===== src/rtl/serdes_sync_fifo.sv =====
// Single-clock elastic FIFO for the SerDes datapath with occupancy count, status and sticky error flags.
// Define SERDES_FIFO_FWFT_EN for first-word-fall-through read data; the default is a registered read.
module serdes_sync_fifo #(
   parameter int DATA_WIDTH    = 8,
   parameter int DEPTH         = 8,
   parameter int PTR_WIDTH     = 3,
   parameter int AFULL_THRESH  = 6,
   parameter int AEMPTY_THRESH = 2
) (
   input  logic                  i_Clk,
   input  logic                  i_Rst,
   input  logic                  i_W_en,
   input  logic [DATA_WIDTH-1:0] i_Data_In,
   input  logic                  i_R_en,
   output logic [DATA_WIDTH-1:0] o_Data_Out,
   output logic                  o_rd_valid,
   output logic                  o_full,
   output logic                  o_empty,
   output logic                  o_almost_full,
   output logic                  o_almost_empty,
   output logic [PTR_WIDTH:0]    o_count,
   output logic                  o_overflow,
   output logic                  o_underflow
);

   localparam logic [PTR_WIDTH:0] DEPTH_C  = (PTR_WIDTH+1)'(DEPTH);
   localparam logic [PTR_WIDTH:0] AFULL_C  = (PTR_WIDTH+1)'(AFULL_THRESH);
   localparam logic [PTR_WIDTH:0] AEMPTY_C = (PTR_WIDTH+1)'(AEMPTY_THRESH);
   localparam logic [PTR_WIDTH:0] ONE      = (PTR_WIDTH+1)'(1);

   logic [DATA_WIDTH-1:0] mem [DEPTH];
   logic [PTR_WIDTH:0]    wptr, rptr, count;
   logic                  wr_ok, rd_ok;

   // Flags decode the registered count only, so requests never reach them combinationally.
   assign o_full         = (count == DEPTH_C);
   assign o_empty        = (count == '0);
   assign o_almost_full  = (count >= AFULL_C);
   assign o_almost_empty = (count <= AEMPTY_C);
   assign o_count        = count;

   assign wr_ok = i_W_en & ~o_full;
   assign rd_ok = i_R_en & ~o_empty;

   always_ff @(posedge i_Clk) begin
      if (wr_ok) mem[wptr[PTR_WIDTH-1:0]] <= i_Data_In;
   end

   always_ff @(posedge i_Clk or posedge i_Rst) begin
      if (i_Rst) begin
         wptr        <= '0;
         rptr        <= '0;
         count       <= '0;
         o_overflow  <= 1'b0;
         o_underflow <= 1'b0;
      end else begin
         if (wr_ok) wptr <= wptr + ONE;
         if (rd_ok) rptr <= rptr + ONE;
         unique case ({wr_ok, rd_ok})
            2'b10:   count <= count + ONE;
            2'b01:   count <= count - ONE;
            default: count <= count;
         endcase
         if (i_W_en && o_full)  o_overflow  <= 1'b1;
         if (i_R_en && o_empty) o_underflow <= 1'b1;
      end
   end

`ifdef SERDES_FIFO_FWFT_EN
   assign o_Data_Out = mem[rptr[PTR_WIDTH-1:0]];
   assign o_rd_valid = ~o_empty;
`else
   always_ff @(posedge i_Clk or posedge i_Rst) begin
      if (i_Rst) begin
         o_Data_Out <= '0;
         o_rd_valid <= 1'b0;
      end else begin
         o_rd_valid <= rd_ok;
         if (rd_ok) o_Data_Out <= mem[rptr[PTR_WIDTH-1:0]];
      end
   end
`endif

endmodule


===== config.mk =====
export PLATFORM = sky130hd
export DESIGN_NAME = serdes_sync_fifo
export DESIGN_NICKNAME = d
export VERILOG_FILES = /design/src/rtl/serdes_sync_fifo.sv
export SDC_FILE = /design/constraint.sdc
export NUM_CORES = 1
export LEC_CHECK = 0
export ABC_AREA = 1
export CAP_MARGIN = 25
export CORE_MARGIN = 2
export CORE_UTILIZATION = 35
export DETAILED_ROUTE_END_ITERATION = 12
export HOLD_SLACK_MARGIN = 0.06
export PLACE_DENSITY_LB_ADDON = 0.25
export SYNTH_ARGS = -nofsm -noshare
export SYNTH_HDL_FRONTEND = slang
export SYNTH_SLANG_ARGS = --single-unit

===== constraint.sdc =====
create_clock -name i_Clk -period 4.07 [get_ports i_Clk]
set_clock_uncertainty 0.1 [all_clocks]
set_input_delay 0.6105 -clock i_Clk [delete_from_list [all_inputs] [get_ports i_Clk]]
set_output_delay 0.6105 -clock i_Clk [all_outputs]
set_load 0.02 [all_outputs]

Yosys cells after proc, flatten, opt, wreduce, memory -nomap -nowiden
Memory sizes are Yosys's and may differ from the RTL's. A register that Yosys moved wholly into a read port is not among the register bits. Cells that the tools add are included. W data, S select, Z words.

$add $sub $neg: 4. Order comparisons: 2. Eq/ne operators: 3. Mux-type cells: 3. Bitwise gates (word level): 4. Reduce and logical (&&, ||, !) cells: 4.

Operators with widths (count): $add A4 B1 Y4 const B (3); $pmux W4 S2 (1); $eq A4 B4 Y1 const B (1); $ge A4 B3 Y1 const B (1); $le A4 B2 Y1 const B (1); $logic_not A4 Y1 (1); $sub A4 B1 Y4 const B (1); $and A1 B1 Y1 (2); $eq A2 B1 Y1 const B (1); $eq A2 B2 Y1 const B (1); $logic_and A1 B1 Y1 (2); $mux W1 (2); $not A1 Y1 (2); $reduce_bool A2 Y1 (1).

Bits in registers: 15. Memory bits (writable): 64. Bits of input ports: 12. Output and inout port bits: 19. Word-level logic and storage cells: 27. Memories: 1.

Memory list: mem (depth 8, width 8, read ports 1, clocked after Yosys merged registers in 1, wr ports 1, RTL line 31) `logic [DATA_WIDTH-1:0] mem [DEPTH];`.

Logic depth before layout (Yosys ltp)
Depth in word-level cells: 5. Gate-level depth with buffers: 14. Depth with buffers taken out: 13.

Worst setup path before layout
OpenSTA, ideal clock, no wires.

Path type: reg-to-reg. From: register count[3] (netlist: o_count[3]). To: register count[2] (netlist: o_count[2]). Setup time: 129 ps. Data arrival time: 1931 ps. Data required time: 3841 ps. Slack: 1910 ps. Stages on the path, launching flop included: 13. Buffers on the path: 1. Period minus slack after synthesis: 2160 ps. Cell sequence: dfrtp_1 nor2_2 nand2_2 nand2_4 inv_6 buf_12 ha_1 nor2_1 nor2_1 ha_1 a21oi_1 xor2_1 o21ai_0.

Cells in the longest elaborated chain, start to end: 5.

RTL lines: from (decl) (RTL line 32) `logic [PTR_WIDTH:0] wptr, rptr, count;`; from (signal assigned) (RTL line 60) `2'b10: count <= count + ONE;`; from (signal assigned) (RTL line 61) `2'b01: count <= count - ONE;`; from (signal assigned) (RTL line 62) `default: count <= count;`; $logic_not A4 Y1 (*) (RTL line 37) `assign o_empty = (count == '0);`; $not A1 Y1 (*) (RTL line 43) `assign rd_ok = i_R_en & ~o_empty;`; $and A1 B1 Y1 (*) (RTL line 43); net rd_ok (RTL line 33) `logic wr_ok, rd_ok;`; $eq A2 B1 Y1 or $eq A2 B2 Y1 (tied branches) (RTL line 59) `unique case ({wr_ok, rd_ok})`; $pmux W4 S2 or $reduce_bool A2 Y1 (tied branches).

Mark *: on every way through the listed nets, which the timed path passes. The rest lies on a longest branch. A chain may end at the register's enable or synchronous reset.

Worst setup path after layout
From: register count[1] (netlist: o_count[1]). To: output o_full.

Cells in the longest elaborated chain, start to end: 1.

RTL lines: $eq A4 B4 Y1 (RTL line 36) `assign o_full = (count == DEPTH_C);`; to (decl) (RTL line 17) `output logic o_full,`.

Every way passes these cells.

==> out/results.ini <==
[placed_design]
dp.cells = 469
gp_routability_congestion = 0.7564
place_hpwl_um = 4759
placed_cell_area_um2 = 3989
port_buffers = 30

[logic_synthesis]
yosysMostFrequentCell = nor2_1
yosysSeqAreaShare_pct = 67.89
synth_area_um2 = 3605
synth.avg_cell_area_um2 = 11.48
syn_inst = 314
synth_ff_type = edfxtp_1
async_flop_share_pct = 24.71
netlist_top_cells_count = nor2_1 (72), edfxtp_1 (64), nand2_1 (41), o21ai_0 (34), dfrtp_1 (21)
synth_cell_types = 27
synth_nets = 331
synth_area_leader_cell = edfxtp_1
yosysWarnings = 0
synth_edf_count = 64
synth_top_area_share_pct = 53.31
ys_seq_elements = 85
netlist_top_cells_area = edfxtp_1 (53%), dfrtp_1 (15%), nor2_1 (7.5%)

[global_route]
grt_usage_pct = 14.22
grt_pass1_vias = 2323
grt_pass1_wl_um = 11930
grt_max_degree = 35
overflow = 0
antenna_found_initial = 0

[finish]
area_delta_synth_final_pct = 15.58
instances_no_fill = 485
fin_area_um2 = 4167
num_antenna_cells = 0
drive_above_1_share_pct = 10.03
fin_nets = 361
fillCellCount = 979

[detailed_routing]
routed_wl_um = 7382
via_per_inst = 4.784
drtAntennaViolNets = 0
dr.pass1.iters = 4
dr_total_vias = 2320
drc_errors = 0
drt_iter0_markers = 107
wire_per_inst_um = 15.22

[power_and_ir_drop]
pwr-share-seq_pct = 42.3
p_clk_share_pct = 18.4
p_int_mw = 1.871
p_sw_share_pct = 38.61
peakVddDrop_mv = 0.2289
p_leak_nw = 1.569
comb_power_share_pct = 39.4
power.switching_mw = 1.177
power_density_nw_per_um2 = 731.3

[worst_setup_path]
slowest_stage = clkdlybuf4s50_1
cp_slowest_stage_delay_ns = 0.60
required_ns = 3.36
path_class = reg2out
cp-end-kind = output pin
cp.arrival_ns = 1.82
cp_max_fo = 8
crit_chain = nor2_2 > nand3_2 > inv_1 > clkdlybuf4s50_1
start_kind = flip-flop

[floorplanning]
die_area_um2 = 11130
die_w_um = 105.5
num_rows = 37
start_util_pct = 35.55
core_area_um2 = 10140
ioPinCount = 31
die_y_um = 105.5

[clock_tree]
hold_buffers = 0
cts_made_buffers = 9
h-tree-depth = 3
postCtsSetupBuffers = 0
path_clk_slew_ns = 0.08
clock-sinks = 85
clock_path_buffers = 2
cts_tree = built
cts-resized-gates = 0
worstSkewPairLatency_ns = 0.35
cts_root_buf = clkbuf_8

[timing]
max_freq_mhz = 395.1
period_share_pct = 62.18
slew_headroom_pct = 45.61
min_period_ns = 2.531
worst_slew_pin_slew_ns = 0.8128
setup_tns_ns = 0
drv_slew = 0
setup_viol = 0
rsz0062_at_grt = no
hold_violations = 0

[run]
drv_cap = 0

[min_path]
min_path_type = reg2reg

[outcome]
status = finished clean

placed cells by master, fill, tap and decap left out, drive strengths merged:
cell	instances
nor2	78
edfxtp	64
nand2	44
o21ai	36
clkdlybuf4s50	30
nand3	28
dfrtp	21
inv	15
clkbuf	13
ha	5
xor2	4
clkinv	3
xnor2	2
a21o	2
or2	1
a21oi	1
bufinv	1
buf	1
cells by family after synthesis:
| logic type | share of synthesized area [%] |
|---|---|
| adder cells (fa/ha/maj) | 1.736 |
| AO/OA/AOI/OAI | 5.657 |
| AND/OR/NAND/NOR | 18.85 |
| buffers and inverters | 4.408 |
| XOR/XNOR | 1.458 |
| flip-flops | 67.89 |
worst max-delay path: cells and delay by family (launching register included):
kind	cells	cell delay, ns
buf+inv	2	0.69
flops	1	0.48
simple gates	2	0.31
final cells by class:
type                    count  area (um^2)  share of cell area (%)
inverters                  16        65.06                   1.562
clock buffers              13        138.9                   3.333
repair buffers             31        307.8                   7.387
well taps                 136        170.2                   4.084
clock inverters             3        38.79                  0.9309
multi-input cells         201        998.5                   23.96
flip-flops and latches     85         2447                   58.74
worst paths after layout:
| path | from | end | slack, ns | depth (start not counted) |
|---|---|---|---|---|
| max | o_count[1] | o_full | 1.54 | 4 |
| min | o_underflow | o_underflow | 0.36 | 1 |
| max reg2reg | o_count[1] | o_count[2] | 1.89 | 11 |
| min reg2reg | o_underflow | o_underflow | 0.36 | 1 |
| max in group asynchronous | i_Rst | o_Data_Out[1] | 2.74 | 2 |
| min in group asynchronous | i_Rst | o_overflow | 0.62 | 2 |
layer usage:
layer | track usage, % | vias to the layer above | part of all wire, %
met3 | 3.154 | 18 | 4.9
li1 | - | 1124 | -
met2 | 23.18 | 64 | 48
met1 | 17.69 | 1114 | 44
met5 | 0 | - | 0
met4 | 7.429 | 0 | 3.5
flip-flops by register name, indices dropped and copies added, names as in the netlist:
| name | cells |
|---|---|
| o_underflow | 1 |
| o_overflow | 1 |
| wptr | 3 |
| rptr | 3 |
| mem | 64 |
| o_Data_Out | 8 |
| o_rd_valid | 1 |
| o_count | 4 |
power by group through the flow:
stage          Sequential, mW  Clock [mW]  Combinational (mW)
3_5_place_dp             1.31           0                1.21
2_1_floorplan            1.33           0               0.798
5_1_grt                  1.31       0.610                1.34
3_3_place_gp             1.31           0                1.19
6_report                 1.29       0.560                1.20
4_1_cts                  1.29       0.574                1.22
stage by stage:
step	utilization [%]	worst slack (ns)	total power, mW	hold slack (ns)
3_5_place_dp	39.34	1.414	2.518	0.3475
6_report	41.10	1.539	3.047	0.3611
5_1_grt	41.10	1.434	3.268	0.3767
2_1_floorplan	-	1.910	2.127	0.4004
4_1_cts	41.10	1.506	3.079	0.3667
3_3_place_gp	39.34	1.489	2.493	0.3399
No activity file was read; power rests on OpenSTA's default activity.
